## src/rtl/ex_commit_ctrl.sv

```systemverilog
// ex_commit_ctrl: execute-stage commit controller.
//
// Holds one decoded instruction, decides whether it belongs to the current
// fetch stream, checks it for exceptions, and then either commits it (write
// strobes to regfile / load queue / store queue, optional fetch redirect) or
// takes a trap (redirect to trap_vec_i). Multi-cycle ops (MUL/DIV) and a full
// load/store queue stall the decoder while the instruction stays held.
//
// Ports:
//   clk_i, resetb_i, clk_en_i    clock, async active-low reset, global enable
//   ids_*                        decoded instruction from the decoder
//   ids_stall_o                  back-pressure to the decoder
//   alu_result_i, alu_cmp_i      ALU result / compare of the held instruction
//   trap_vec_i                   trap entry address
//   mc_start_o, mc_done_i        multi-cycle unit handshake
//   lsq_full_i                   load/store queue full
//   regd_wr_o, lq_wr_o, sq_wr_o  commit strobes
//   cncl_load_o                  cancel scoreboarded load of a dropped instruction
//   hvec_jump_o, hvec_addr_o     fetch redirect
//   trap_o, trap_cause_o, trap_pc_o  exception report
//   link_data_o                  return address (pc + instruction length)
module ex_commit_ctrl #(
  parameter int unsigned XLEN    = 32,
  parameter int unsigned C_EXT   = 0,
  parameter int unsigned SOFID_W = 2
) (
  input  logic               clk_i,
  input  logic               resetb_i,
  input  logic               clk_en_i,
  input  logic               ids_valid_i,
  output logic               ids_stall_o,
  input  logic [SOFID_W-1:0] ids_sofid_i,
  input  logic               ids_jump_i,
  input  logic               ids_cond_i,
  input  logic               ids_ferr_i,
  input  logic               ids_uerr_i,
  input  logic [1:0]         ids_zone_i,
  input  logic               ids_mc_i,
  input  logic [2:0]         ids_funct3_i,
  input  logic [XLEN-1:0]    ids_pc_i,
  input  logic               ids_ins_len_i,
  input  logic [XLEN-1:0]    alu_result_i,
  input  logic               alu_cmp_i,
  input  logic [XLEN-1:0]    trap_vec_i,
  output logic               mc_start_o,
  input  logic               mc_done_i,
  input  logic               lsq_full_i,
  output logic               regd_wr_o,
  output logic               lq_wr_o,
  output logic               sq_wr_o,
  output logic               cncl_load_o,
  output logic               hvec_jump_o,
  output logic [XLEN-1:0]    hvec_addr_o,
  output logic               trap_o,
  output logic [3:0]         trap_cause_o,
  output logic [XLEN-1:0]    trap_pc_o,
  output logic [XLEN-1:0]    link_data_o
);

  localparam logic [1:0] ZoneReg   = 2'd1;
  localparam logic [1:0] ZoneLoad  = 2'd2;
  localparam logic [1:0] ZoneStore = 2'd3;

  typedef enum logic [0:0] {StIdle, StBusy} mc_state_e;

  // Hold stage
  logic               valid_q;
  logic [SOFID_W-1:0] sofid_q;
  logic               jump_q;
  logic               cond_q;
  logic               ferr_q;
  logic               uerr_q;
  logic [1:0]         zone_q;
  logic               mc_q;
  logic [1:0]         funct3_q;  // only the size bits matter for alignment
  logic [XLEN-1:0]    pc_q;
  logic               ins_len_q;

  logic [SOFID_W-1:0] exp_q;
  mc_state_e          st_q;

  logic       en;
  logic       ex_valid;
  logic       fetch_mis;
  logic       ls_mis;
  logic       exc;
  logic [3:0] cause;
  logic       trap;
  logic       commit;
  logic       lsq_stall;
  logic       mc_go;
  logic       mc_stall;
  logic [2:0] lo;

  assign lo = alu_result_i[2:0];

  // Instructions from a stream that has since been redirected away are dead.
  assign ex_valid = valid_q & (sofid_q == exp_q) & (~cond_q | alu_cmp_i);

  always_comb begin
    fetch_mis = 1'b0;
    if (jump_q) begin
      fetch_mis = (C_EXT != 0) ? lo[0] : |lo[1:0];
    end
    case (funct3_q)
      2'b01:   ls_mis = lo[0];
      2'b10:   ls_mis = |lo[1:0];
      2'b11:   ls_mis = (XLEN == 64) ? |lo : 1'b0;
      default: ls_mis = 1'b0;
    endcase
  end

  // Exception priority: fetch error, undefined, misaligned target, misaligned access.
  always_comb begin
    exc   = 1'b1;
    cause = 4'd0;
    if (ferr_q) begin
      cause = 4'd1;
    end else if (uerr_q) begin
      cause = 4'd2;
    end else if (fetch_mis) begin
      cause = 4'd0;
    end else if (zone_q == ZoneLoad && ls_mis) begin
      cause = 4'd4;
    end else if (zone_q == ZoneStore && ls_mis) begin
      cause = 4'd6;
    end else begin
      exc = 1'b0;
    end
  end

  assign trap   = ex_valid & exc;
  assign commit = ex_valid & ~exc;

  assign lsq_stall   = commit & ((zone_q == ZoneLoad) | (zone_q == ZoneStore)) & lsq_full_i;
  assign mc_go       = (st_q == StIdle) & commit & mc_q & clk_en_i;
  // Done releases the stall in the same cycle so the result commits then.
  assign mc_stall    = mc_go | ((st_q == StBusy) & ~mc_done_i);
  assign ids_stall_o = lsq_stall | mc_stall;
  assign en          = clk_en_i & ~ids_stall_o;

  assign mc_start_o   = mc_go;
  assign regd_wr_o    = en & commit & (zone_q == ZoneReg);
  assign lq_wr_o      = en & commit & (zone_q == ZoneLoad);
  assign sq_wr_o      = en & commit & (zone_q == ZoneStore);
  assign cncl_load_o  = en & valid_q & (zone_q == ZoneLoad) & ~commit;
  assign hvec_jump_o  = en & (trap | (commit & jump_q));
  assign hvec_addr_o  = trap ? trap_vec_i : alu_result_i;
  assign trap_o       = en & trap;
  assign trap_cause_o = trap_o ? cause : 4'd0;
  assign trap_pc_o    = pc_q;
  assign link_data_o  = pc_q + (((C_EXT != 0) && ins_len_q) ? XLEN'(2) : XLEN'(4));

  always_ff @(posedge clk_i or negedge resetb_i) begin
    if (!resetb_i) begin
      valid_q   <= 1'b0;
      sofid_q   <= '0;
      jump_q    <= 1'b0;
      cond_q    <= 1'b0;
      ferr_q    <= 1'b0;
      uerr_q    <= 1'b0;
      zone_q    <= 2'd0;
      mc_q      <= 1'b0;
      funct3_q  <= 2'd0;
      pc_q      <= '0;
      ins_len_q <= 1'b0;
      exp_q     <= '0;
      st_q      <= StIdle;
    end else if (clk_en_i) begin
      case (st_q)
        StIdle:  if (mc_go) st_q <= StBusy;
        StBusy:  if (mc_done_i) st_q <= StIdle;
        default: st_q <= StIdle;
      endcase
      // hvec_jump_o already carries en, so a stall freezes the stream id too.
      if (hvec_jump_o) begin
        exp_q <= exp_q + SOFID_W'(1);
      end
      if (en) begin
        valid_q   <= ids_valid_i;
        sofid_q   <= ids_sofid_i;
        jump_q    <= ids_jump_i;
        cond_q    <= ids_cond_i;
        ferr_q    <= ids_ferr_i;
        uerr_q    <= ids_uerr_i;
        zone_q    <= ids_zone_i;
        mc_q      <= ids_mc_i;
        funct3_q  <= ids_funct3_i[1:0];
        pc_q      <= ids_pc_i;
        ins_len_q <= ids_ins_len_i;
      end
    end
  end

endmodule

```

## config.mk

```make
export PLATFORM = sky130hd
export DESIGN_NAME = ex_commit_ctrl
export DESIGN_NICKNAME = d
export VERILOG_FILES = /design/src/rtl/ex_commit_ctrl.sv
export SDC_FILE = /design/constraint.sdc
export NUM_CORES = 1
export LEC_CHECK = 0
export ABC_AREA = 1
export CAP_MARGIN = 20
export CORE_AREA = 2 2 95 115
export CTS_CLUSTER_SIZE = 25
export DETAILED_ROUTE_END_ITERATION = 12
export DIE_AREA = 0 0 97 117
export PLACE_DENSITY = 0.78
export SYNTH_ARGS = -nofsm -noshare
export SYNTH_HDL_FRONTEND = slang
export SYNTH_SLANG_ARGS = --single-unit
```

## constraint.sdc

```tcl
create_clock -name clk_i -period 2 [get_ports clk_i]
set_clock_uncertainty 0.05 [all_clocks]
set_input_delay 0.4 -clock clk_i [delete_from_list [all_inputs] [get_ports clk_i]]
set_output_delay 0.4 -clock clk_i [all_outputs]
set_load 0.01 [all_outputs]
```

==> summary.md, run 1 <==
| Metric | Value |
|---|---|
| Placed instance count | approximately 840 |
| Area grow syn2layout | 129% |
| Commonest non-fill, non-tap cells in the layout | 144 x clkdlybuf4s50_1, 118 x nand2_1, 97 x buf_4 |
| Hpwl dp | 10,400 um |
| Drt pass-1 iters | 4 |
| Wire per inst | 16.5 um |
| TritonCTS clock tree | built |
| Die area | around 11,000 um^2 |
| Net count after synthesis | 538 |
| Mapped Area | 3220 um^2 |
| Register share of total power | approximately a quarter |
| First-pass GRT wire length | between 20,000 and 25,000 um |
| Register Area | 1180 um^2 |
| Reg-to-reg critical path startpoint | funct3_q[0]$_DFFE_PN0P_ |
| Antenna violations before repair | 0 |
| Measured slew at the worst slew-check pin | between 0.5 and 0.6 ns |
| Hold Vio Cnt, Final | 0 |
| Startpoint types | register |
| Critical path peak fanout | 4 |
| Post-synthesis sequential area ratio | between 30% and 40% |
| P_sw | 1.90 mW |
| GRT Total Usage | 24.9% |
| Status | complete, but fails checks |
| CP required | ~1.6 ns |
| Internal power | 3.54 mW |
| Switch share | 35.0% |
| Non-Filler Instances | between 800 and 900 |
| Nets | 887 |
| Gr busiest metal | met2 |
| Drt via density | between 4 and 5 |
| Congestion Overflow GR | 0 |
| Layout cells sized above 1 | 43.4% |
| Routed Wire Length | 14,800 um |
| Cells after synthesis | ~420 |
| VDD IR-drop max | between 400 and 500 uV |
| Max-slew violations | 0 |
| Initial DRC count | 154 |
| Cts bufs inserted | 5 |
| Pin count of the biggest net entering global routing | 52 |
| YS warnings | 0 |
| Worst-path clk slew | 0.06 ns |
| Period utilization | 136% |
| Layout fillers | 750 |
| Vias in the first global route | 4,386 |
| Die H | roughly 120 um |
| Number of synthesized register bits | 47 |
| Logic pwr share | 58.9% |
| Tmin final | 2.72 ns |
| Worst Setup SP | funct3_q[0]$_DFFE_PN0P_ |
| Pwr Density | between 700 and 800 nW/um^2 |
| Static Leak | roughly 3.7 nW |
| CP Class | register to primary output |
| Clock Sinks | between 40 and 50 |
| Violated checks | setup timing |
| Syn_area_per_cell | around 7.7 um^2 |
| Commonest non-fill, non-tap cell in the layout | clkdlybuf4s50_1 |
| Final instance area | 7380 um^2 |
| H-tree depth | 2 |
| Worst Path Arrival | 2.27 ns |
| Initial Util | 31.2% |
| Core Util, Final | a little under three quarters |
| Met2 GRT Util | about half |
| Maximum root-to-sink buffer count | 2 |
| Setup-failing EPs final | 113 |
| Post-synth cell types | 30 |
| Area post-placement | 6310 um^2 |
| Multi-input logic area | around 2300 um^2 |
| Worst-skew pair later-pin latency | between 0.2 and 0.3 ns |
| Endpoint class of the critical path | primary output |
| Met3 Usage GRT | 4.99% |
| Cell Rows | 41 |
| Gpl congestion | approximately 0.88 |
| Cell at the root of the clock tree | clkbuf_16 |
| Max Cap Viol | 0 |
| Worst setup margin | -0.720 ns |
| Met1 Use GR | between 20% and 30% |
| Min-delay worst type | input pin to asynchronous set/reset pin |
| Clk pwr share | 16.9% |
| DIE WIDTH | 97 um |
| I/O pin total | 224 |
| Core Region | between 10,000 and 15,000 um^2 |
| Via count | 4,313 |
| WHS | 0.0239 ns |
| Max_slew headroom | 60.2% |
| Max Fclk | 0.368 GHz |
| # DRC | 0 |
| # port buffers | 220 |
| RSZ-0062 raised after global routing | true |
| Post-route antenna net violation count | 0 |
| Total power | ~5.4 mW |
-- sequential cells by signal (all words and copies together) (netlist names), 2 cells and up --
| register | flops |
|---|---|
| trap_pc_o | 32 |
| zone_q | 2 |
| exp_q | 2 |
| funct3_q | 2 |
| sofid_q | 2 |
-- Yosys cell counts --
| library cell | number | area, um^2 |
|---|---|---|
| and3_1 | 1 | 6.26 |
| buf_6 | 4 | 45.0 |
| nand4_1 | 12 | 75.1 |
| nand3_1 | 55 | 275 |
| inv_2 | 4 | 15.0 |
| inv_1 | 25 | 93.8 |
| nor4_1 | 3 | 18.8 |
| nand2_2 | 1 | 6.26 |
| conb_1 | 1 | 3.75 |
| nor3_1 | 11 | 55.1 |
| nor3_2 | 1 | 10.0 |
| nand2_1 | 133 | 499 |
| a31o_2 | 1 | 8.76 |
| xor2_1 | 20 | 175 |
| buf_4 | 4 | 30.0 |
| a21oi_1 | 4 | 20.0 |
| buf_2 | 9 | 45.0 |
| nor2_1 | 20 | 75.1 |
| mux2_1 | 20 | 225 |
| and2_1 | 1 | 6.26 |
| nand3_2 | 1 | 10.0 |
| o211ai_1 | 1 | 7.51 |
| ha_1 | 3 | 37.5 |
| clkbuf_1 | 7 | 26.3 |
| or2_2 | 1 | 6.26 |
| nor2_4 | 2 | 22.5 |
| nor2_2 | 7 | 43.8 |
| mux2_2 | 10 | 113 |
| dfrtp_1 | 47 | 1180 |
| xnor2_1 | 10 | 87.6 |
-- worst paths after layout --
path / slack, ns / cells past startpoint / to
min in group clk_i: 0.44 / 2 / mc_q$_DFFE_PN0P_
max in group asynchronous: 1.34 / 2 / trap_pc_o[12]$_DFFE_PN0P_
worst max-delay path: -0.72 / 13 / trap_cause_o[2]
worst max register to register: -0.64 / 17 / trap_pc_o[10]$_DFFE_PN0P_
worst min register to register: 0.44 / 2 / mc_q$_DFFE_PN0P_
worst min-delay path: 0.02 / 1 / trap_pc_o[27]$_DFFE_PN0P_
-- power by group through the flow --
stage | combinational (mW) | sequential [mW] | clock, mW
CTS | 3.06 | 1.30 | 0.934
detailed placement | 2.64 | 1.32 | 0
floorplan | 1.03 | 1.42 | 0
finish | 3.20 | 1.32 | 0.919
global route | 3.43 | 1.34 | 0.978
global placement | 2.60 | 1.31 | 0
-- cells by family after synthesis --
family                     count (synthesis)  synth area share (%)
buffers and inverters                     53                  7.93
and+or+nand+nor                          249                  34.5
other                                      1                 0.116
DFF                                       47                  36.5
adders and majority gates                  3                  1.17
AOI/OAI and AO/OA                          6                  1.13
muxes                                     30                  10.5
xor gates and xnor gates                  30                  8.16
-- critical path, stage by stage (launching register included) --
cell and delay [ns]:
dfrtp_1 0.36, inv_1 0.05, ha_1 0.31, nor2_1 0.11
nand2_1 0.09, nor2_4 0.12, nor2_4 0.05, buf_6 0.12
nand2_4 0.06, nor2_2 0.05, nor2_4 0.18, nand2_4 0.12
nor3_4 0.21, buf_2 0.15
-- layout make-up --
cell class	instances	share of cell area (%)
timing repair buffer	366	47.3
clock inverter	1	0.407
sequential	47	16.0
tap	129	2.19
clock buffer	6	1.75
inverter	29	1.51
multi-input combinational	319	30.9
antenna	1	0.0339
-- per-stage QoR --
step,worst slack [ns],TNS (ns)
after CTS,-0.784,-58.93
final,-0.720,-61.98
after floorplan,-0.138,-3.88
after detailed placement,-1.05,-80.01
after global routing,-0.866,-76.01
after global placement,-1.01,-75.81
-- metal layers --
layer	vias up	wire, um
met1	2007	4990
met3	36	1000
met2	205	8320
li1	2065	-
met5	-	0
met4	0	520
-- what timing repair did --
item,in CTS,in global routing
hold buffers,0,0
endpoints found under the setup margin,118,118
setup buffers,37,18
pin swaps,31,39
gates cloned,5,3
resized for setup,402,45
Power figures use the tool's default switching activity.
==> inputs of run 2 (changes only) <==
--- a/config.mk
+++ b/config.mk
@@ -7,11 +7,11 @@
 export LEC_CHECK = 0
 export ABC_AREA = 1
 export CAP_MARGIN = 20
-export CORE_AREA = 2 2 95 115
+export CORE_AREA = 2 2 86 105
 export CTS_CLUSTER_SIZE = 25
 export DETAILED_ROUTE_END_ITERATION = 12
-export DIE_AREA = 0 0 97 117
-export PLACE_DENSITY = 0.78
+export DIE_AREA = 0 0 88 107
+export PLACE_DENSITY = 0.89
 export SYNTH_ARGS = -nofsm -noshare
 export SYNTH_HDL_FRONTEND = slang
 export SYNTH_SLANG_ARGS = --single-unit
==> constraint.sdc (replaced) <==
create_clock -name clk_i -period 3.5 [get_ports clk_i]
set_clock_uncertainty 0.05 [all_clocks]
set_input_delay 0.7 -clock clk_i [delete_from_list [all_inputs] [get_ports clk_i]]
set_output_delay 0.7 -clock clk_i [all_outputs]
set_load 0.01 [all_outputs]
==> run 2 against run 1 <==
The flow now finishes without violations. Via count shrank 13%. Sequential share of layout area is 4.6 points higher. Clock power is 65% lower. Critical path depth unchanged. Worst setup slack gained 0.86 ns. Sequential power fell by 39%.
==> summary.md, run 2 (synthesis results as in run 1) <==
| Metric | Value |
|---|---|
| Status | finished clean |
| Gpl congestion | just under 0.9 |
| # hold bufs at CTS | 0 |
| Cts bufs inserted | 5 |
| Pin count of the biggest net entering global routing | 52 |
| Measured slew at the worst slew-check pin | 0.539 ns |
| Die area | between 9000 and 10,000 um^2 |
| Post-route antenna net violation count | 0 |
| Critical path peak fanout | 5 |
| Max FFs per register | 32 |
| Drt pass-1 iters | 5 |
| Max Cap Viol | 0 |
| Worst-skew pair later-pin latency | 0.29 ns |
| Cell Rows | 37 |
| Min-delay worst type | input pin to asynchronous set/reset pin |
| Hold Vio Cnt, Final | 0 |
| H-tree depth | 2 |
| Setup-failing EPs final | 0 |
| Layout cells sized above 1 | about a tenth |
| Endpoint class of the critical path | primary output |
| # DRC | 0 |
| Core Util, Final | 68.1% |
| CP Class | input pin to primary output |
| Layout fillers | 708 |
| Max_slew headroom | 64.1% |
| CP required | 2.75 ns |
| VDD IR-drop max | between 300 and 400 uV |
| Static Leak | 2.71 nW |
| Tmin final | 3.36 ns |
| Maximum root-to-sink buffer count | 2 |
| Worst Path Arrival | 2.61 ns |
| Core Region | 8380 um^2 |
| Period utilization | approximately 96% |
| Worst-path clk slew | 0.09 ns |
| Pwr Density | 407 nW/um^2 |
| Startpoint types | input pin |
| First-pass GRT wire length | 18,200 um |
| Commonest non-fill, non-tap cells in the layout | 174 x clkdlybuf4s50_1, 131 x nand2_1, 55 x nand3_1 |
| # port buffers | 220 |
| Max-slew violations | 0 |
| Max Fclk | 0.298 GHz |
| Hpwl dp | 9330 um |
| N_diodes | 0 |
| Nets | 763 |
| TritonCTS clock tree | built |
| DIE WIDTH | 88 um |
| I/O pin total | approximately 220 |
| Clock Sinks | 47 |
| GRT Total Usage | between 20% and 30% |
| Area grow syn2layout | 77.3% |
| Wire per inst | 15.7 um |
| Antenna violations before repair | 0 |
| Congestion Overflow GR | 0 |
| Commonest non-fill, non-tap cell in the layout | clkdlybuf4s50_1 |
| Final instance area | 5710 um^2 |
| Via count | between 3,000 and 4,000 |
| Vias in the first global route | 3,653 |
| Cell at the root of the clock tree | clkbuf_8 |
| Die H | 107 um |
| Area post-placement | 5540 um^2 |
| Drt via density | 4.93 |
| Initial Util | 38.4% |
| Initial DRC count | between 200 and 300 |
| Routed Wire Length | 12,000 um |
## run 2: per-stage QoR
| stage | power (mW) | setup WS [ns] | hold slack (ns) | TNS, ns | instances |
|---|---|---|---|---|---|
| CTS | 2.31 | 0.00124 | 0.444 | 0 | 759 |
| floorplan | 1.33 | 0.823 | 0.354 | 0 | 419 |
| global placement | 1.97 | -0.0575 | 0.409 | -0.724 | 747 |
| global route | 2.47 | -0.0180 | 0.192 | -0.0180 | 762 |
| detailed placement | 2.01 | -0.0860 | 0.423 | -1.29 | 747 |
| finish | 2.32 | 0.142 | 0.201 | 0 | 762 |
## run 2: per-layer routing
| metal | wire length, um | share of wire (%) | GRT usage, % | vias to the layer above |
|---|---|---|---|---|
| li1 | - | - | - | 1799 |
| met1 | 4660 | 39 | 29.2 | 1745 |
| met2 | 6040 | 50 | 42.9 | 192 |
| met3 | 994 | 8.3 | 6.62 | 22 |
| met4 | 298 | 2.5 | 8.46 | 0 |
| met5 | 0 | 0 | 0 | - |
## run 2: final timing paths
kind	start	to	slack, ns	cells after the start
min reg2reg	mc_q$_DFFE_PN0P_	mc_q$_DFFE_PN0P_	0.44	2
min	resetb_i	trap_pc_o[11]$_DFFE_PN0P_	0.20	1
max reg2reg	funct3_q[0]$_DFFE_PN0P_	zone_q[1]$_DFFE_PN0P_	1.08	14
min in group clk_i	mc_q$_DFFE_PN0P_	mc_q$_DFFE_PN0P_	0.44	2
max	alu_result_i[0]	regd_wr_o	0.14	13
max in group asynchronous	resetb_i	trap_pc_o[5]$_DFFE_PN0P_	2.71	2
## run 2: critical path, cell delays in order
cell	delay [ns]
clkdlybuf4s50_1	0.48
inv_1	0.06
nand2_1	0.08
nand2_1	0.07
nor2_2	0.15
nor2_4	0.07
nand3_2	0.06
nand2_1	0.08
nor2_4	0.16
buf_4	0.14
nand3_1	0.08
nor2_1	0.16
dlygate4sd2_1	0.30
## run 2: power by group
part	total, mW	switching, mW	internal, mW
Sequential	0.802	0.150	0.651
Clock	0.324	0.185	0.139
Combinational	1.20	0.547	0.649
## run 2: cell type report
type / instances / area (um^2) / area share [%]
Inverter: 29 / 109 / 1.91
Tap cell: 117 / 146 / 2.56
Timing Repair Buffer: 242 / 2370 / 41.5
Sequential cell: 47 / 1180 / 20.6
Multi-Input combinational cell: 319 / 1820 / 31.8
Clock buffer: 5 / 68.8 / 1.21
Clock inverter: 3 / 20.0 / 0.351
## run 2: timing repair
item	CTS	global route
gates resized for setup	37	14
pin swaps	1	4
setup endpoints to repair	38	14
buffers inserted	4	1
cloned	0	1
==> inputs of run 3 (changes only) <==
--- a/config.mk
+++ b/config.mk
@@ -7,10 +7,10 @@
 export LEC_CHECK = 0
 export ABC_AREA = 1
 export CAP_MARGIN = 20
-export CORE_AREA = 2 2 86 105
-export CTS_CLUSTER_SIZE = 25
+export CORE_AREA = 10 10 94 113
+export CTS_CLUSTER_SIZE = 28
 export DETAILED_ROUTE_END_ITERATION = 12
-export DIE_AREA = 0 0 88 107
+export DIE_AREA = 0 0 104 123
 export PLACE_DENSITY = 0.89
 export SYNTH_ARGS = -nofsm -noshare
 export SYNTH_HDL_FRONTEND = slang
==> run 3 against run 2 <==
Cell count unchanged. Via count down 1.7%. Critical path depth stayed put. Largest power group unchanged. Die area increased by 36%. Hold slack worse by 0.0078 ns. Register-to-register slack better by 0.04 ns. Combinational power is essentially flat. Worst setup slack got worse by 0.089 ns. Largest cell class unchanged. Power grew 4.2%.
==> summary.md, run 3 (synthesis results as in run 1) <==
| Metric | Value |
|---|---|
| RSZ-0062 raised after global routing | true |
| Status | finished clean |
| Placement Setup Slack | -0.119 ns |
| R2r worst-path depth | 13 |
| Core Region | 8430 um^2 |
| Worst Path Arrival | 2.70 ns |
| Commonest non-fill, non-tap cells in the layout | 174 x clkdlybuf4s50_1, 130 x nand2_1, 55 x nand3_1 |
| Layout cells sized above 1 | about a tenth |
| Pwr Density | ~420 nW/um^2 |
| Cts bufs inserted | 5 |
| Nets | 762 |
| Drt via density | 4.85 |
| Hold Vio Cnt, Final | 0 |
| Maximum root-to-sink buffer count | 2 |
| DIE WIDTH | 104 um |
| Hpwl dp | 11,000 um |
| Worst-skew pair later-pin latency | 0.29 ns |
| Endpoint class of the critical path | primary output |
| Wire per inst | 18.1 um |
| Cell at the root of the clock tree | clkbuf_8 |
| Clock Sinks | 47 |
| Congestion Overflow GR | 0 |
| Max FFs per register | 32 |
| Post-route antenna net violation count | 0 |
| Max-slew violations | 0 |
| Period utilization | 98.5% |
| Measured slew at the worst slew-check pin | 0.629 ns |
| Die H | 123 um |
| Max Fclk | 0.290 GHz |
| Via count | 3,694 |
| Max Cap Viol | 0 |
| Pin count of the biggest net entering global routing | 52 |
| Drt pass-1 iters | 4 |
| Reg-to-reg critical path startpoint | funct3_q[0]$_DFFE_PN0P_ |
| Cell Rows | 37 |
| Total power | between 2 and 2.5 mW |
| # DRC | 0 |
| Setup-failing EPs final | 0 |
| Worst-path clk slew | 0.09 ns |
| Worst setup margin | approximately 0.053 ns |
| Reg-to-reg slack, setup | 1.12 ns |
| Area grow syn2layout | 78.5% |
| First-pass GRT wire length | 20,700 um |
| Gpl congestion | about 0.88 |
| Placed instance count | 745 |
| CP Class | input pin to primary output |
| Tmin final | 3.45 ns |
| Critical path peak fanout | 6 |
| Startpoint types | input pin |
| TritonCTS clock tree | built |
| Vias in the first global route | 3,783 |
| Layout fillers | 705 |
| Routed Wire Length | roughly 14,000 um |
| Setup Total Neg Slack | 0 ns |
| H-tree depth | 2 |
| CP required | 2.75 ns |
| Worst r2r dst | trap_pc_o[13]$_DFFE_PN0P_ |
| Initial DRC count | 236 |
| Commonest non-fill, non-tap cell in the layout | clkdlybuf4s50_1 |
| Initial Util | 38.2% |
| Antenna violations before repair | 1 |
| GRT Total Usage | a little under 20% |
| # port buffers | 220 |
| Worst Setup SP | alu_result_i[0] |
| I/O pin total | approximately 220 |
| Non-Filler Instances | 762 |
| Min-delay worst type | input pin to asynchronous set/reset pin |
| Static Leak | 2.73 nW |
| Max_slew headroom | a little under 60% |
| VDD IR-drop max | 227 uV |
| Die area | 12,800 um^2 |
==> run 3: metal layers <==
metal | routed length (um) | share of wire (%) | vias up | track usage (%)
met1 | 5300 | 39 | 1767 | 22.3
met2 | 7570 | 55 | 118 | 37.9
met5 | 0 | 0 | - | 0
met4 | 120 | 0.87 | 0 | 3.40
met3 | 764 | 5.6 | 6 | 4.74
li1 | - | - | 1803 | -
==> run 3: worst max-delay path by stage <==
stage,endpoint,slack [ns],depth (start not counted)
6_report,trap_cause_o[0],0.05,13
5_1_grt,trap_cause_o[1],-0.09,13
4_1_cts,sq_wr_o,0.002,12
3_5_place_dp,hvec_addr_o[29],-0.12,11
3_3_place_gp,hvec_addr_o[3],-0.07,11
2_1_floorplan,hvec_addr_o[29],0.82,10
==> run 3: layout make-up <==
type	instances	area (um^2)	area share [%]
tap	117	146	2.55
antenna	1	2.50	0.0436
timing repair buffer	241	2380	41.4
clock buffer	5	68.8	1.20
sequential	47	1180	20.5
multi-input combinational	319	1820	31.6
inverter	29	109	1.89
clock inverter	3	43.8	0.762
==> run 3: worst max-delay path: stages <==
cell	delay [ns]
clkdlybuf4s50_1	0.49
inv_1	0.06
nand2_1	0.09
nand2_1	0.10
nor2_4	0.12
nor2_4	0.07
nand3_2	0.06
nand2_1	0.09
nor2_4	0.21
buf_4	0.15
nand2_2	0.07
nor3_1	0.20
clkdlybuf4s15_1	0.30
==> run 3: power by group <==
| group | internal [mW] | switching (mW) |
|---|---|---|
| combinational | 0.654 | 0.565 |
| clock | 0.213 | 0.188 |
| sequential | 0.652 | 0.148 |
| total | 1.52 | 0.900 |
==> run 3: timing repair <==
item	in CTS	in global routing
resized for setup	40	18
buffers inserted	0	6
gates cloned	1	0
hold buffers	0	0
pin swaps	0	4
endpoints found under the hold margin	0	0
endpoints found under the setup margin	38	9
==> run 3: through the flow <==
step	instance area (um^2)	util (%)	hold WS, ns
finish	5750	68.2	0.193
global route	5740	68.2	0.185
CTS	5630	66.8	0.442
detailed placement	5520	65.6	0.412
global placement	5520	65.6	0.401
floorplan	3220	-	0.354
